[src/rtl/bus_decoder_pkg.sv]
// bus_decoder_pkg: shared types and constants for the 68000 bus controller.
//   state_t     - bus-cycle FSM states
//   ack_src_t   - how the current cycle is acknowledged
//   WAIT_EXT    - wait-state code meaning "external DTACK"
//   MACKEREL_*  - default chip-select map (region 0 in the LSBs)
package bus_decoder_pkg;

  typedef enum logic [1:0] {
    ST_IDLE,
    ST_WAIT,
    ST_ACK,
    ST_BERR
  } state_t;

  typedef enum logic [1:0] {
    SRC_INT,   // internal wait-state counter
    SRC_EXT,   // DTACK_IN from the peripheral
    SRC_NONE   // nothing answers; only the timeout ends the cycle
  } ack_src_t;

  localparam logic [3:0] WAIT_EXT = 4'hF;
  localparam int         TIMER_W  = 10;

  // Mackerel map: 0x38-0x3B boot ROM, 0x3C-0x3D and 0x3E-0x3F external, rest RAM.
  localparam logic [31:0] MACKEREL_CS_BASE = {8'h00, 8'h3E, 8'h3C, 8'h38};
  localparam logic [31:0] MACKEREL_CS_MASK = {8'h00, 8'hFE, 8'hFE, 8'hFC};
  localparam logic [15:0] MACKEREL_CS_WAIT = {4'd1, 4'hF, 4'hF, 4'd2};

endpackage

[src/rtl/bus_decoder_if.sv]
// bus_decoder_if: CPU-side bus strobes and decoder outputs.
//   AS, IACK, ADDR, DTACK_IN  - driven by the CPU/board (master)
//   CS_N, DTACK, BERR, VPA    - driven by the decoder (slave)
interface bus_decoder_if #(
  parameter int NUM_CS = 4,
  parameter int AW     = 8
) ();
  logic              AS;
  logic              IACK;
  logic [AW-1:0]     ADDR;
  logic              DTACK_IN;
  logic [NUM_CS-1:0] CS_N;
  logic              DTACK;
  logic              BERR;
  logic              VPA;

  modport master (
    output AS, IACK, ADDR, DTACK_IN,
    input  CS_N, DTACK, BERR, VPA
  );

  modport slave (
    input  AS, IACK, ADDR, DTACK_IN,
    output CS_N, DTACK, BERR, VPA
  );
endinterface

[src/rtl/region_match.sv]
// region_match: single chip-select region comparator.
//   addr  in AW - decoded upper address slice
//   match out 1 - high when every masked bit of addr equals BASE
// An all-zero MASK makes the region a catch-all.
module region_match #(
  parameter int            AW   = 8,
  parameter logic [AW-1:0] BASE = '0,
  parameter logic [AW-1:0] MASK = '0
) (
  input  logic [AW-1:0] addr,
  output logic          match
);
  assign match = ((addr ^ BASE) & MASK) == '0;
endmodule

[src/rtl/bus_decoder.sv]
// bus_decoder: 68000 bus controller. Prioritised active-low chip selects,
// boot ROM overlay for the first BOOT_CYCLES bus cycles, DTACK generation
// from wait states or external DTACK, bus-timeout BERR, heartbeat LED.
//   CLK       in  - CPU clock
//   RST       in  - asynchronous active-low reset
//   bus       slave modport of bus_decoder_if (AS, IACK, ADDR, DTACK_IN in;
//             CS_N, DTACK, BERR, VPA out)
//   LED_BLUE  out - heartbeat, bit LED_BIT of a free-running counter
// Build option: BUS_DECODER_AUTOVEC_EN - IACK cycles get VPA instead of DTACK
// and are never timed out. Undefined: VPA held high, IACK waits for DTACK_IN.
module bus_decoder
  import bus_decoder_pkg::*;
#(
  parameter int NUM_CS  = 4,
  parameter int ADDR_HI = 23,
  parameter int ADDR_LO = 16,
  parameter logic [NUM_CS*(ADDR_HI-ADDR_LO+1)-1:0] CS_BASE = MACKEREL_CS_BASE,
  parameter logic [NUM_CS*(ADDR_HI-ADDR_LO+1)-1:0] CS_MASK = MACKEREL_CS_MASK,
  parameter logic [NUM_CS*4-1:0]                   CS_WAIT = MACKEREL_CS_WAIT,
  parameter int BOOT_CYCLES = 8,
  parameter int TIMEOUT     = 64,
  parameter int LED_BIT     = 20
) (
  input  logic         CLK,
  input  logic         RST,
  bus_decoder_if.slave bus,
  output logic         LED_BLUE
);

  localparam int                 AW        = ADDR_HI - ADDR_LO + 1;
  localparam logic [TIMER_W-1:0] TO_LAST   = TIMER_W'(TIMEOUT - 2);
  localparam logic [7:0]         BOOT_LAST = 8'(BOOT_CYCLES);

  logic [NUM_CS-1:0]  match;
  logic [NUM_CS-1:0]  sel_oh;
  logic [3:0]         sel_wait;
  logic               hit;
  logic               cycle_live;
  logic               autovec_iack;
  ack_src_t           start_src;

  state_t             state, state_next;
  ack_src_t           src, src_next;
  logic [3:0]         wait_cnt, wait_next;
  logic [TIMER_W-1:0] to_cnt, to_next;
  logic               dtack_q;
  logic               as_q;
  logic [7:0]         boot_cnt;
  logic               boot;
  logic [LED_BIT:0]   hb_cnt;

  for (genvar i = 0; i < NUM_CS; i++) begin : g_match
    region_match #(
      .AW  (AW),
      .BASE(CS_BASE[i*AW +: AW]),
      .MASK(CS_MASK[i*AW +: AW])
    ) u_region_match (
      .addr (bus.ADDR),
      .match(match[i])
    );
  end

  // Priority encoder: scanning from the top down leaves the lowest match.
  // NOTE: every always_comb output gets a default first so no path infers a latch.
  always_comb begin
    hit      = 1'b0;
    sel_oh   = '0;
    sel_wait = WAIT_EXT;
    for (int i = NUM_CS - 1; i >= 0; i--) begin
      if (match[i]) begin
        hit       = 1'b1;
        sel_oh    = '0;
        sel_oh[i] = 1'b1;
        sel_wait  = CS_WAIT[i*4 +: 4];
      end
    end
    // Boot overlay: ROM answers at every address until boot completes.
    if (!boot) begin
      hit      = 1'b1;
      sel_oh   = NUM_CS'(1);
      sel_wait = CS_WAIT[3:0];
    end
  end

  // Gating with RST forces all selects inactive the instant reset asserts,
  // even though the re-engaged overlay would otherwise select ROM.
  assign cycle_live = RST & ~bus.AS;
  assign bus.CS_N   = ~(sel_oh & {NUM_CS{cycle_live & bus.IACK}});

`ifdef BUS_DECODER_AUTOVEC_EN
  assign autovec_iack = ~bus.IACK;
  assign bus.VPA      = ~(cycle_live & ~bus.IACK);
`else
  assign autovec_iack = 1'b0;
  assign bus.VPA      = 1'b1;
`endif

  always_comb begin
    if (!bus.IACK)                start_src = SRC_EXT;
    else if (!hit)                start_src = SRC_NONE;
    else if (sel_wait == WAIT_EXT) start_src = SRC_EXT;
    else                          start_src = SRC_INT;
  end

  always_comb begin
    state_next = state;
    src_next   = src;
    wait_next  = wait_cnt;
    to_next    = to_cnt;
    case (state)
      ST_IDLE: begin
        // Autovectored IACK cycles never leave IDLE: no DTACK, no timeout.
        if (!bus.AS && !autovec_iack) begin
          src_next   = start_src;
          wait_next  = sel_wait;
          to_next    = '0;
          state_next = (start_src == SRC_INT && sel_wait == 4'd0) ? ST_ACK : ST_WAIT;
        end
      end
      ST_WAIT: begin
        if (bus.AS) begin
          state_next = ST_IDLE;
        end else begin
          to_next = to_cnt + TIMER_W'(1);
          if (src == SRC_INT) wait_next = wait_cnt - 4'd1;
          // Count "reaches 0" on this edge when it is 1 now; ACK beats timeout.
          if ((src == SRC_INT && wait_cnt == 4'd1) || (src == SRC_EXT && !dtack_q))
            state_next = ST_ACK;
          else if (to_cnt == TO_LAST)
            state_next = ST_BERR;
        end
      end
      ST_ACK, ST_BERR: begin
        if (bus.AS) state_next = ST_IDLE;
      end
      default: state_next = ST_IDLE;
    endcase
  end

  // NOTE: sequential state uses non-blocking assignments so every flop samples
  // pre-edge values regardless of statement order.
  always_ff @(posedge CLK or negedge RST) begin
    if (!RST) begin
      state    <= ST_IDLE;
      src      <= SRC_INT;
      wait_cnt <= '0;
      to_cnt   <= '0;
      dtack_q  <= 1'b1;
    end else begin
      state    <= state_next;
      src      <= src_next;
      wait_cnt <= wait_next;
      to_cnt   <= to_next;
      dtack_q  <= bus.DTACK_IN;
    end
  end

  assign bus.DTACK = ~(state == ST_ACK  && !bus.AS);
  assign bus.BERR  = ~(state == ST_BERR && !bus.AS);

  // Boot counter advances on each completed bus cycle (AS low->high).
  always_ff @(posedge CLK or negedge RST) begin
    if (!RST) begin
      as_q     <= 1'b1;
      boot_cnt <= '0;
      boot     <= 1'b0;
    end else begin
      as_q <= bus.AS;
      if (!as_q && bus.AS) begin
        if (boot_cnt != 8'hFF) boot_cnt <= boot_cnt + 8'd1;
        if (boot_cnt + 8'd1 == BOOT_LAST) boot <= 1'b1;
      end
    end
  end

  always_ff @(posedge CLK or negedge RST) begin
    if (!RST) hb_cnt <= '0;
    else      hb_cnt <= hb_cnt + (LED_BIT + 1)'(1);
  end

  assign LED_BLUE = hb_cnt[LED_BIT];

endmodule

[src/flat_wrapper.sv]
// flat-port wrapper written by rule: the top's interface ports become plain ports
module bus_decoder_flat import bus_decoder_pkg::*;
#(
  parameter int NUM_CS  = 4,
  parameter int ADDR_HI = 23,
  parameter int ADDR_LO = 16,
  parameter logic [NUM_CS*(ADDR_HI-ADDR_LO+1)-1:0] CS_BASE = MACKEREL_CS_BASE,
  parameter logic [NUM_CS*(ADDR_HI-ADDR_LO+1)-1:0] CS_MASK = MACKEREL_CS_MASK,
  parameter logic [NUM_CS*4-1:0]                   CS_WAIT = MACKEREL_CS_WAIT,
  parameter int BOOT_CYCLES = 8,
  parameter int TIMEOUT     = 64,
  parameter int LED_BIT     = 20
)
  (CLK, RST, LED_BLUE, bus_AS, bus_IACK, bus_ADDR, bus_DTACK_IN, bus_CS_N, bus_DTACK, bus_BERR, bus_VPA);
  bus_decoder_if #(.NUM_CS(NUM_CS), .AW(8)) bus_i ();
  input  logic CLK;
  input  logic RST;
  output logic LED_BLUE;
  input wire logic [$bits(bus_i.AS)-1:0] bus_AS;
  input wire logic [$bits(bus_i.IACK)-1:0] bus_IACK;
  input wire logic [$bits(bus_i.ADDR)-1:0] bus_ADDR;
  input wire logic [$bits(bus_i.DTACK_IN)-1:0] bus_DTACK_IN;
  output wire logic [$bits(bus_i.CS_N)-1:0] bus_CS_N;
  output wire logic [$bits(bus_i.DTACK)-1:0] bus_DTACK;
  output wire logic [$bits(bus_i.BERR)-1:0] bus_BERR;
  output wire logic [$bits(bus_i.VPA)-1:0] bus_VPA;
  assign bus_i.AS = bus_AS;
  assign bus_i.IACK = bus_IACK;
  assign bus_i.ADDR = bus_ADDR;
  assign bus_i.DTACK_IN = bus_DTACK_IN;
  assign bus_CS_N = bus_i.CS_N;
  assign bus_DTACK = bus_i.DTACK;
  assign bus_BERR = bus_i.BERR;
  assign bus_VPA = bus_i.VPA;
  bus_decoder #(.NUM_CS(NUM_CS), .ADDR_HI(ADDR_HI), .ADDR_LO(ADDR_LO), .CS_BASE(CS_BASE), .CS_MASK(CS_MASK), .CS_WAIT(CS_WAIT), .BOOT_CYCLES(BOOT_CYCLES), .TIMEOUT(TIMEOUT), .LED_BIT(LED_BIT)) u_core (.CLK(CLK), .RST(RST), .bus(bus_i), .LED_BLUE(LED_BLUE));
endmodule
[config.mk]
export PLATFORM = sky130hd
export DESIGN_NAME = bus_decoder_flat
export DESIGN_NICKNAME = d
export VERILOG_FILES = /design/src/rtl/bus_decoder_pkg.sv /design/src/rtl/bus_decoder_if.sv /design/src/rtl/region_match.sv /design/src/rtl/bus_decoder.sv /design/src/flat_wrapper.sv
export SDC_FILE = /design/constraint.sdc
export NUM_CORES = 1
export LEC_CHECK = 0
export BUFFER_PORTS_ARGS = -buffer_cell sky130_fd_sc_hd__buf_2
export CAP_MARGIN = 10
export CELL_PAD_IN_SITES_DETAIL_PLACEMENT = 0
export CELL_PAD_IN_SITES_GLOBAL_PLACEMENT = 1
export CORE_MARGIN = 5
export CORE_UTILIZATION = 50
export CTS_CLUSTER_DIAMETER = 200
export DETAILED_ROUTE_END_ITERATION = 10
export PLACE_DENSITY_LB_ADDON = 0.1
export SKIP_CTS_REPAIR_TIMING = 1
export SKIP_LAST_GASP = 1
export SYNTH_ARGS = -nofsm -noshare
export SYNTH_HDL_FRONTEND = slang
export SYNTH_SLANG_ARGS = --single-unit
[constraint.sdc]
create_clock -name CLK -period 4.31 [get_ports CLK]
set_input_delay 0.2155 -clock CLK [delete_from_list [all_inputs] [get_ports CLK]]
set_output_delay 0.2155 -clock CLK [all_outputs]
set_load 0.02 [all_outputs]
==> out/metrics.csv <==
metric;value;unit
grt_pass1_wl;7750;um
place.gp.congestion;0.712;
cap_violations;0;
wl_per_cell;13.8;um
fill_cells;422;
wirelength;4280;um
drcViolationCount;0;
root_buffer;clkbuf_8;
cts_made_buffers;5;
ant_nets;0;
dpl_cell_area;2540;um^2
leakage;1.18;nW
antenna_found_initial;0;
yosysSeqAreaShare;50.9;%
crit_fanout;12;
initial_core_util;51.4;%
rsz0062_at_grt;no;
grt_usage;15.3;%
synth_top_area_cell;dfrtp_1;
die_area;6320;um^2
grt_pass1_vias;1690;
hold_ws;0.00662;ns
ys_types;49;
ir_worst_vdd;249;uV
vias;1700;
nNetsFinal;275;
crit_type;register to output port;
dieWidth;79.5;um
min_period_over_period;43.1;%
synthTopCellsByCount;dfrtp_1 (47), nand2_1 (28), nand3_1 (20), xnor2_1 (19), nor2_1 (13);
max_freq;0.539;GHz
cp-end-kind;output port;
dp.cells;302;
cts.sinks;49;
synth_cells;235;
dr.first_iter.drc_count;73;
yosysWarnings;0;
async_flop_share;100;%
power.density;452;nW/um^2
dp_hpwl;3000;um
synth_edf_count;0;
dieHeight;79.5;um
status;complete, no violations;
fp-row-count;25;
yosys_register_bits;49;
grt-ovfl-total;0;
finalSetupViolations;0;
synth_area;2410;um^2
clockBufferDepth;2;
fin_setup_tns;0;ns
vias_per_cell;5.47;
synth_top_area_share;48.7;%
hold_viol;0;
fin_cells;311;
finalMaxSlewViolations;0;
syn_area_per_cell;10.3;um^2
core;4690;um^2
required;4.09;ns
period_minus_slack;1.86;ns
io_pins;21;
insertion_delay;0.29;ns
grt_max_degree;51;
tritoncts;yes;
yosysMostFrequentCell;dfrtp_1;
drive_gt1_share;15.2;%
drtPass1Iterations;4;
synthFlopType;dfrtp_1;
clock_skew;0.00413;ns
clk_pin_slew;0.08;ns
relSlewSlack;58.3;%
cp.arrival;1.64;ns
synth_nets;254;
synth_area_leaders;dfrtp_1 (49%), xnor2_1 (6.9%), nand2_1 (4.4%), nand3_1 (4.1%), ha_1 (3.1%);
n_antenna_cell;0;
min_path_type;input port to async pin;
htreeDepth;2;
power.total;1.20;mW
worst_pin_slew;0.626;ns
final_cell_area;2660;um^2
cp-start-kind;register;
port_buffers;18;
synthToLayoutAreaGrowth;10.0;%
power by group:
part	internal [mW]	total, mW	switching [mW]
Clock	0.145	0.289	0.144
Sequential	0.540	0.650	0.110
Combinational	0.121	0.261	0.139
kinds of logic (layout without fill, tap and decap cells):
logic type	count (synthesis)	after routing	share of synthesized area, %
adders and majority gates	6	6	3.11
muxes	4	4	1.71
xor gates and xnor gates	25	25	9.07
and+or+nand+nor	103	103	22.6
buffers and inverters	15	37	2.85
DFF	49	49	50.9
other	1	1	0.155
AOI/OAI and AO/OA	32	32	9.64
worst max-delay path, stage by stage, from the launching register on:
cell and delay, ns:
dfrtp_1 0.59, inv_1 0.22, or3_1 0.38, buf_2 0.16
layout by cell type (no fill, tap or decap), types with 3 or more instances in the layout:
| master | netlist | routed |
|---|---|---|
| dfrtp_1 | 47 | 47 |
| nand4_1 | 11 | 11 |
| ha_1 | 6 | 6 |
| inv_1 | 9 | 9 |
| o21ai_0 | 10 | 10 |
| nand2_1 | 28 | 28 |
| nor2_1 | 13 | 13 |
| xor2_1 | 6 | 6 |
| or3_1 | 3 | 3 |
| a21oi_1 | 3 | 3 |
| mux2i_1 | 3 | 3 |
| nor3_1 | 6 | 6 |
| nand3_1 | 20 | 20 |
| xnor2_1 | 19 | 19 |
| and3_1 | 5 | 5 |
| buf_2 | 1 | 18 |
| clkbuf_8 | 0 | 7 |
flip-flops by register name, summed over array words and instances (netlist names):
signal and cells:
u_core.hb_cnt 21, u_core.as_q 1, u_core.wait_cnt 4, u_core.state 2, u_core.to_cnt 10, u_core.src 1, u_core.dtack_q 1, u_core.boot 1
u_core.boot_cnt 8
layer usage:
metal	wire (um)	GRT usage, %	vias to the layer above
met5	0	0	-
met4	36	4.64	0
met3	97	3.05	4
met2	2070	25.5	14
met1	2080	20.2	802
li1	-	-	880
metrics by stage:
stage	setup WS [ns]	utilization, %
after floorplan	2.67	-
after global placement	2.57	54.2
after detailed placement	2.56	54.2
after CTS	2.44	56.4
after global routing	2.35	56.6
final	2.45	56.6
path summary, 6_finish.rpt:
check	from	to	slack, ns	cells past startpoint
min reg2reg	u_core.hb_cnt[12]	u_core.hb_cnt[12]	0.47	1
max in group asynchronous	RST	u_core.hb_cnt[6]	3.87	2
min in group CLK	bus_AS	u_core.as_q	0.10	1
max reg2reg	u_core.wait_cnt[1]	u_core.state[0]	2.55	6
min	RST	u_core.wait_cnt[2]	0.007	2
max	u_core.state[0]	bus_BERR	2.45	3
layout make-up:
type	count	area, um^2	area share, %
timing repair buffer	20	108	4.05
inverter	9	33.8	1.27
clock inverter	1	5.00	0.189
multi-input combinational	171	1120	42.0
clock buffer	7	96.3	3.63
tap	54	67.6	2.54
sequential	49	1230	46.3
No activity file was read; power rests on OpenSTA's default activity.
